**config.mk**
```make
export PLATFORM = sky130hd
export DESIGN_NAME = chip8_vga_scanout
export DESIGN_NICKNAME = d
export VERILOG_FILES = /design/src/rtl/chip8_vga_scanout.sv
export SDC_FILE = /design/constraint.sdc
export NUM_CORES = 1
export LEC_CHECK = 0
export BUFFER_PORTS_ARGS = -buffer_cell sky130_fd_sc_hd__buf_2
export CORE_UTILIZATION = 53
export DETAILED_ROUTE_END_ITERATION = 8
export GPL_TIMING_DRIVEN = 0
export HOLD_SLACK_MARGIN = 0.03
export PLACE_DENSITY = 0.71
export SYNTH_ARGS = -nofsm -noshare
export SYNTH_HDL_FRONTEND = slang
export SYNTH_SLANG_ARGS = --single-unit
```
**constraint.sdc**
```tcl
create_clock -name clk -period 2.7 [get_ports clk]
set_clock_uncertainty 0.1 [all_clocks]
set_input_delay 0.135 -clock clk [delete_from_list [all_inputs] [get_ports clk]]
set_output_delay 0.135 -clock clk [all_outputs]
set_load 0.01 [all_outputs]
```
**src/rtl/chip8_vga_scanout.sv**
```systemverilog
// CHIP-8 64x32 framebuffer scanout to 640x480@60 VGA, 10x10 pixel scaling.
// Ports: clk/reset (sync, active-high); fb_read_address/fb_read_enable out,
// fb_read_data in (1-clk RAM latency); hsync/vsync (active-low), video_on,
// pixel, frame_start (all 3 clks behind the counters); vblank (undelayed).
// Build option: CHIP8_SCANOUT_BORDER_EN draws separator lines just above
// and just below the image band.
module chip8_vga_scanout #(
  parameter logic [11:0] SCREEN_RAM_OFFSET = 12'h100,
  parameter int          V_IMAGE_START     = 80
) (
  input  logic        clk,
  input  logic        reset,
  output logic [11:0] fb_read_address,
  output logic        fb_read_enable,
  input  logic [7:0]  fb_read_data,
  output logic        hsync,
  output logic        vsync,
  output logic        video_on,
  output logic        pixel,
  output logic        vblank,
  output logic        frame_start
);

  localparam logic [9:0] H_LAST  = 10'd799;
  localparam logic [9:0] V_LAST  = 10'd524;
  localparam logic [9:0] V_TOP   = 10'(V_IMAGE_START);
  localparam logic [9:0] V_BOT   = 10'(V_IMAGE_START + 320);
  localparam logic [9:0] V_ABOVE = 10'(V_IMAGE_START - 1);

  logic [9:0] h_q, h_d, v_q, v_d;
  logic [3:0] xs_q, xs_d, ys_q, ys_d;
  logic [5:0] px_x_q, px_x_d;
  logic [4:0] px_y_q, px_y_d;

  always_comb begin
    h_d    = h_q + 10'd1;
    v_d    = v_q;
    xs_d   = xs_q + 4'd1;
    px_x_d = px_x_q;
    ys_d   = ys_q;
    px_y_d = px_y_q;
    if (xs_q == 4'd9) begin
      xs_d   = 4'd0;
      px_x_d = px_x_q + 6'd1;
    end
    if (h_q == H_LAST) begin
      h_d    = 10'd0;
      xs_d   = 4'd0;
      px_x_d = 6'd0;
      v_d    = (v_q == V_LAST) ? 10'd0 : v_q + 10'd1;
      // Realign the row scaler exactly at the first band line.
      if (v_d == V_TOP) begin
        ys_d   = 4'd0;
        px_y_d = 5'd0;
      end else if (ys_q == 4'd9) begin
        ys_d   = 4'd0;
        px_y_d = px_y_q + 5'd1;
      end else begin
        ys_d = ys_q + 4'd1;
      end
    end
  end

  logic h_vis, in_band, border_c;
  logic hs_c, vs_c, von_c, fs_c;

  assign h_vis   = h_q < 10'd640;
  assign in_band = h_vis && (v_q >= V_TOP) && (v_q < V_BOT);
  assign hs_c    = !((h_q >= 10'd656) && (h_q < 10'd752));
  assign vs_c    = !((v_q == 10'd490) || (v_q == 10'd491));
  assign von_c   = h_vis && (v_q < 10'd480);
  assign fs_c    = (h_q == 10'd0) && (v_q == 10'd0);
  assign vblank  = v_q >= 10'd480;

`ifdef CHIP8_SCANOUT_BORDER_EN
  assign border_c = h_vis && ((v_q == V_ABOVE) || (v_q == V_BOT));
`else
  assign border_c = 1'b0;
`endif

  logic [2:0] bit1_q, bit2_q;
  logic       band1_q, band2_q, brd1_q, brd2_q;
  logic       hs1_q, hs2_q, vs1_q, vs2_q;
  logic       von1_q, von2_q, fs1_q, fs2_q;
  logic       pix_d;

  assign pix_d = (band2_q & fb_read_data[bit2_q]) | brd2_q;

  always_ff @(posedge clk) begin
    if (reset) begin
      h_q             <= '0;
      v_q             <= '0;
      xs_q            <= '0;
      ys_q            <= '0;
      px_x_q          <= '0;
      px_y_q          <= '0;
      fb_read_address <= '0;
      fb_read_enable  <= 1'b0;
      bit1_q          <= '0;
      bit2_q          <= '0;
      band1_q         <= 1'b0;
      band2_q         <= 1'b0;
      brd1_q          <= 1'b0;
      brd2_q          <= 1'b0;
      hs1_q           <= 1'b1;
      hs2_q           <= 1'b1;
      vs1_q           <= 1'b1;
      vs2_q           <= 1'b1;
      von1_q          <= 1'b0;
      von2_q          <= 1'b0;
      fs1_q           <= 1'b0;
      fs2_q           <= 1'b0;
      hsync           <= 1'b1;
      vsync           <= 1'b1;
      video_on        <= 1'b0;
      frame_start     <= 1'b0;
      pixel           <= 1'b0;
    end else begin
      h_q    <= h_d;
      v_q    <= v_d;
      xs_q   <= xs_d;
      ys_q   <= ys_d;
      px_x_q <= px_x_d;
      px_y_q <= px_y_d;
      // Stage 1: fetch the byte holding this pixel.
      fb_read_enable  <= in_band;
      fb_read_address <= in_band
        ? SCREEN_RAM_OFFSET + {4'd0, px_y_q, 3'd0}
          + {9'd0, px_x_q[5:3]}
        : 12'd0;
      bit1_q  <= 3'd7 - px_x_q[2:0];
      band1_q <= in_band;
      brd1_q  <= border_c;
      hs1_q   <= hs_c;
      vs1_q   <= vs_c;
      von1_q  <= von_c;
      fs1_q   <= fs_c;
      // Stage 2: wait out the RAM read.
      bit2_q  <= bit1_q;
      band2_q <= band1_q;
      brd2_q  <= brd1_q;
      hs2_q   <= hs1_q;
      vs2_q   <= vs1_q;
      von2_q  <= von1_q;
      fs2_q   <= fs1_q;
      // Stage 3: pick the bit, align the timing signals.
      pixel       <= pix_d;
      hsync       <= hs2_q;
      vsync       <= vs2_q;
      video_on    <= von2_q;
      frame_start <= fs2_q;
    end
  end

endmodule

```
== Yosys cells after proc, flatten, opt, wreduce, memory -nomap -nowiden ==
Cells that the tools add are included.

* Register bits after elaboration: 72

* Add/sub/neg operators: 9
* $lt $le $gt $ge: 8
* Equality and inequality tests: 7
* Multiplexer cells: 7
* Bitwise logic cells: 2
* Reductions and logical operators: 15

{| class="wikitable"
|+ Operators by type and width
! kind !! count
|-
| 10-bit by 1-bit adder with 10-bit output (second input constant) || 2
|-
| 10-bit equality test (second input constant) || 2
|-
| 10-bit by 9-bit equality test with 1-bit output (second input constant) || 2
|-
| 10-bit logical NOT || 2
|-
| 10-bit less-than comparator (second input constant) || 2
|-
| 10-bit by 9-bit less-than comparator with 1-bit output (second input constant) || 2
|-
| 10-bit by 3-bit adder with 11-bit output || 1
|-
| 9-bit by 8-bit adder with 10-bit output (first input constant) || 1
|-
| 10-bit by 7-bit equality test with 1-bit output (second input constant) || 1
|-
| 10-bit greater-or-equal comparator (second input constant) || 1
|-
| 10-bit by 7-bit greater-or-equal comparator with 1-bit output (second input constant) || 1
|-
| 10-bit by 9-bit greater-or-equal comparator with 1-bit output (second input constant) || 1
|-
| 10-bit two-way mux || 1
|-
| 5-bit two-way mux || 2
|-
| 4-bit by 1-bit adder with 4-bit output (second input constant) || 2
|-
| 4-bit equality test (second input constant) || 2
|-
| 4-bit two-way mux || 2
|-
| 6-bit by 1-bit adder with 6-bit output (second input constant) || 1
|-
| 5-bit by 1-bit adder with 5-bit output (second input constant) || 1
|-
| 1-bit logical AND || 5
|-
| 3-bit by 4-bit less-than comparator with 1-bit output (second input constant) || 1
|-
| 2-bit OR reduction || 2
|-
| 1-bit binary-select mux with 3-bit select || 1
|-
| 3-bit OR reduction || 1
|-
| 8 further kinds || 9
|}

== Longest topological paths before layout ==
* Depth in word-level cells: 5
* Gate-level depth with buffers: 8
* Gate-level depth less buffers: 8

== Least setup slack after synthesis ==
OpenSTA, ideal clock, no wires.

* Path kind: flip-flop to flip-flop
* Start: reg v_q[1]
* End: reg px_y_q[2]
* Library setup time: 0.133 ns
* Data arrival time: 1.968 ns
* Slack: 0.500 ns
* Stages on the path, launching flop included: 8
* Path buffers: 0
* Clock period less this slack: 2.200 ns
* Cell sequence: dfxtp_1 ha_1 nand3_2 or3_4 a221oi_4 a31oi_4 nand2_4 o311ai_2

* Word-level cells in the longest chain between the ends: 5
* Elaborated cells on any way between the ends: 7

{| class="wikitable"
|+ Ends and longest elaborated chain
! what !! line !! source
|-
| from (decl) || 30 || <nowiki>logic [9:0] h_q, h_d, v_q, v_d;</nowiki>
|-
| from (signal assigned) || 120 || <nowiki>v_q <= v_d;</nowiki>
|-
| 10-bit by 1-bit adder with 10-bit output or 10-bit equality test (tied branches) || 50 || <nowiki>v_d = (v_q == V_LAST) ? 10'd0 : v_q + 10'd1;</nowiki>
|-
| 10-bit two-way mux * || 50 ||
|-
| 10-bit by 7-bit equality test with 1-bit output * || 52 || <nowiki>if (v_d == V_TOP) begin</nowiki>
|-
| 2-bit nonzero test (no source line) || - ||
|-
| 2-bit AND reduction (no source line) || - ||
|-
| to (signal assigned) || 124 || <nowiki>px_y_q <= px_y_d;</nowiki>
|-
| to (decl) || 33 || <nowiki>logic [4:0] px_y_q, px_y_d;</nowiki>
|}

Every way passes the cells marked *; elsewhere a longest branch is shown, timed or not.
A chain may end at the register's enable or synchronous reset.

== Worst setup path in the final report ==
* Start: reg v_q[1]
* End: reg ys_q[2]

* Word-level cells in the longest chain between the ends: 4
* Elaborated cells on any way between the ends: 5

{| class="wikitable"
|+ Ends and longest elaborated chain
! what !! line !! source
|-
| 10-bit by 1-bit adder with 10-bit output or 10-bit equality test (tied branches) || 50 ||
|-
| 10-bit two-way mux * || 50 ||
|-
| 10-bit by 7-bit equality test with 1-bit output * || 52 ||
|-
| 4-bit two-way mux * || 52 ||
|-
| to (signal assigned) || 122 || <nowiki>ys_q <= ys_d;</nowiki>
|-
| to (decl) || 31 || <nowiki>logic [3:0] xs_q, xs_d, ys_q, ys_d;</nowiki>
|}

Marks and branches as above.

==> impl_metrics.env <==
export IMPL_outcome="finished, final reports clean"
export IMPL_tns_ps=0
export IMPL_die_w_um=77.3
export IMPL_setup_viol=0
export IMPL_cts_tree="yes"
export IMPL_vias=2261
export IMPL_layout_common_cells="dfxtp_1, nor2_1, buf_2"
export IMPL_p_leak_nw=1.35
export IMPL_first_global_vias=2090
export IMPL_cp_slowest_cell="dfxtp_1"
export IMPL_worstMarginPinSlew_ps=883
export IMPL_max_cap_violations=0
export IMPL_synth_ff_type="dfxtp_1"
export IMPL_powerDensity_mw_per_mm2=614
export IMPL_numCtsBuffers=9
export IMPL_drt_iter0_drc=131
export IMPL_critPathLaunchType="flip-flop"
export IMPL_cts_resized=0
export IMPL_peakVddDrop_uv=334
export IMPL_ctsHtreeMaxLevel=3
export IMPL_rr_worst_depth=7
export IMPL_r2r_start="v_q[1]"
export IMPL_rsz0062_at_grt="no"
export IMPL_drive_above_1_share=0.203
export IMPL_synth_seq_area_share=0.460
export IMPL_place_gp_congestion=0.840
export IMPL_ys_warn_count=0
export IMPL_gr_usage_all_layers=0.204
export IMPL_endpoint_kind="flip-flop"
export IMPL_synthCells=318
export IMPL_final_core_utilization=0.633
export IMPL_dp_hpwl_um=3760
export IMPL_nFillCells=491
export IMPL_crit_path_start="v_q[1]"
export IMPL_cp_endpoint="ys_q[2]"
export IMPL_cts_num_sinks=69
export IMPL_pin_count=29
export IMPL_drc_errors=0
export IMPL_crit_chain="ha_1 -> nand3_2 -> or3_4 -> a221oi_4 -> a311oi_1 -> o21ai_0 -> o41ai_2"
export IMPL_antenna_found_initial=0
export IMPL_syn_cell_area_mm2=0.00300
export IMPL_via_per_inst=5.23
export IMPL_finalWirelength_um=5580
export IMPL_synth_edff_count=0
export IMPL_root_buffer="clkbuf_8"
export IMPL_dp_slack_ps=222
export IMPL_worst_slack_ps=168
export IMPL_yosys_cell_types_count=58
export IMPL_holdPathStages=4
export IMPL_critPathMaxFanout=10
export IMPL_nets=376
export IMPL_hold_violations=0
export IMPL_dr_pass1_iters=4
export IMPL_clk_latency_ps=340
export IMPL_cts_path_max_buffers=2
export IMPL_synthArstFlopShare=0
export IMPL_clkTransAtPathRegs_ps=70
export IMPL_r2r_slack_ps=170
export IMPL_path_class="reg2reg"
export IMPL_cts_hold_repair_buffers=0
export IMPL_initial_core_util=0.549
export IMPL_worstHoldPathType="in2reg"
export IMPL_ff_latch_area_mm2=0.00138
export IMPL_fmax_ghz=0.395
export IMPL_post_route_period_util=0.938
export IMPL_maxSlewHeadroom=0.408
export IMPL_syn_area_per_cell_um2=9.45
export IMPL_io_buffers=24
export IMPL_post_cts_buffers=0
export IMPL_multi_input_area_mm2=0.00149
export IMPL_drtAntennaViolNets=0
export IMPL_drt_wirelength_per_cell_um=12.9
export IMPL_dieArea_mm2=0.00597
export IMPL_num_rows=27
export IMPL_die_h_um=77.3
export IMPL_yosys_register_bits=69
export IMPL_max_stage_delay_ps=490
export IMPL_arrival_ps=2650
export IMPL_syn_to_final_growth_pct=15.2
export IMPL_grt_pass1_wl_um=9460
export IMPL_min_period_ps=2530
export IMPL_reg2reg_to="ys_q[2]"
export IMPL_slew_violations=0
export IMPL_final_common_cell="dfxtp_1"
export IMPL_grt_max_degree=12
export IMPL_grt_overflow_total=0
export IMPL_n_antenna_cell=0
export IMPL_cp_required_ps=2820
export IMPL_core_mm2=0.00547
## critical path: cells and delay by family, from the launching register on
kind | cells | cell delay [ps]
adder cells (fa/ha/maj) | 1 | 360
AO/OA/AOI/OAI | 4 | 880
flip-flops | 1 | 490
AND/OR/NAND/NOR | 2 | 580
## registers in the layout (all words and copies together), names as in the netlist, 3 cells and up
register	cells
px_x_q	6
v_q	10
fb_read_address	9
bit2_q	3
bit1_q	3
h_q	10
ys_q	4
px_y_q	5
xs_q	4
## power breakdown
part / leakage, nW / total, mW / switching [mW] / internal [mW]
sequential: 0.560 / 1.05 / 0.0108 / 1.04
combinational: 0.671 / 0.0707 / 0.0381 / 0.0325
clock: 0.121 / 1.01 / 0.372 / 0.638
## final cells by class
type / count / area share
Inverter: 11 / 0.0119
Sequential cell: 69 / 0.399
Buffer: 19 / 0.0296
Tap cell: 72 / 0.0260
Timing Repair Buffer: 24 / 0.0347
Clock buffer: 12 / 0.0419
Multi-Input combinational cell: 221 / 0.429
Clock inverter: 4 / 0.0275
## worst min path at each step
| stage | startpoint | endpoint | slack [ps] |
|---|---|---|---|
| finish | fb_read_data[0] | pixel | 270 |
| global route | fb_read_data[0] | pixel | 280 |
| CTS | fb_read_data[0] | pixel | 280 |
| detailed placement | vs2_q | vsync | 300 |
| global placement | hs2_q | hsync | 290 |
| floorplan | hs1_q | hs2_q | 290 |
## layer usage
metal	up-vias	track usage	share of wire	wire (um)
li1	1162	-	-	-
met1	1034	0.259	0.48	2650
met2	51	0.312	0.45	2520
met3	14	0.0595	0.047	262
met4	0	0.104	0.026	146
met5	-	0	0	0
## per-stage QoR
stage	power, mW	area [um^2]	std cells	hold WS, ps
2_1_floorplan	1.12	3010	320	289
3_3_place_gp	1.14	3220	416	293
3_5_place_dp	1.14	3220	416	296
4_1_cts	2.15	3460	432	279
5_1_grt	2.20	3460	432	276
6_report	2.13	3460	432	272
## Yosys cell counts (2+ instances only)
library cell	count	area, um^2
a31oi_1	3	18.8
nor3_1	7	35.0
or3_1	2	12.5
xnor2_1	10	87.6
nand3b_1	3	22.5
buf_2	3	15.0
mux4_2	2	45.0
or2_2	8	50.1
inv_1	11	41.3
nor4_1	3	18.8
dfxtp_1	69	1380
and2_1	10	62.6
nand3_1	13	65.1
mux2i_1	4	40.0
nand2_1	24	90.1
xor2_1	10	87.6
o21ai_0	7	35.0
ha_1	11	138
and3_1	3	18.8
nand4_1	11	68.8
buf_4	5	37.5
a21oi_1	6	30.0
nor3b_1	2	15.0
nor2_1	39	146
o31ai_1	2	15.0
a211oi_1	2	15.0
nor2b_1	8	50.1
and4_1	2	17.5
clkbuf_1	8	30.0
o211ai_2	2	25.0
## cells by family after synthesis
kind of cell	synth area share
and+or+nand+nor	0.262
DFF	0.460
AOI/OAI and AO/OA	0.0970
buffers and inverters	0.0479
xor gates and xnor gates	0.0583
adders and majority gates	0.0458
muxes	0.0283
other	0.00125
No activity file was read; power rests on OpenSTA's default activity.
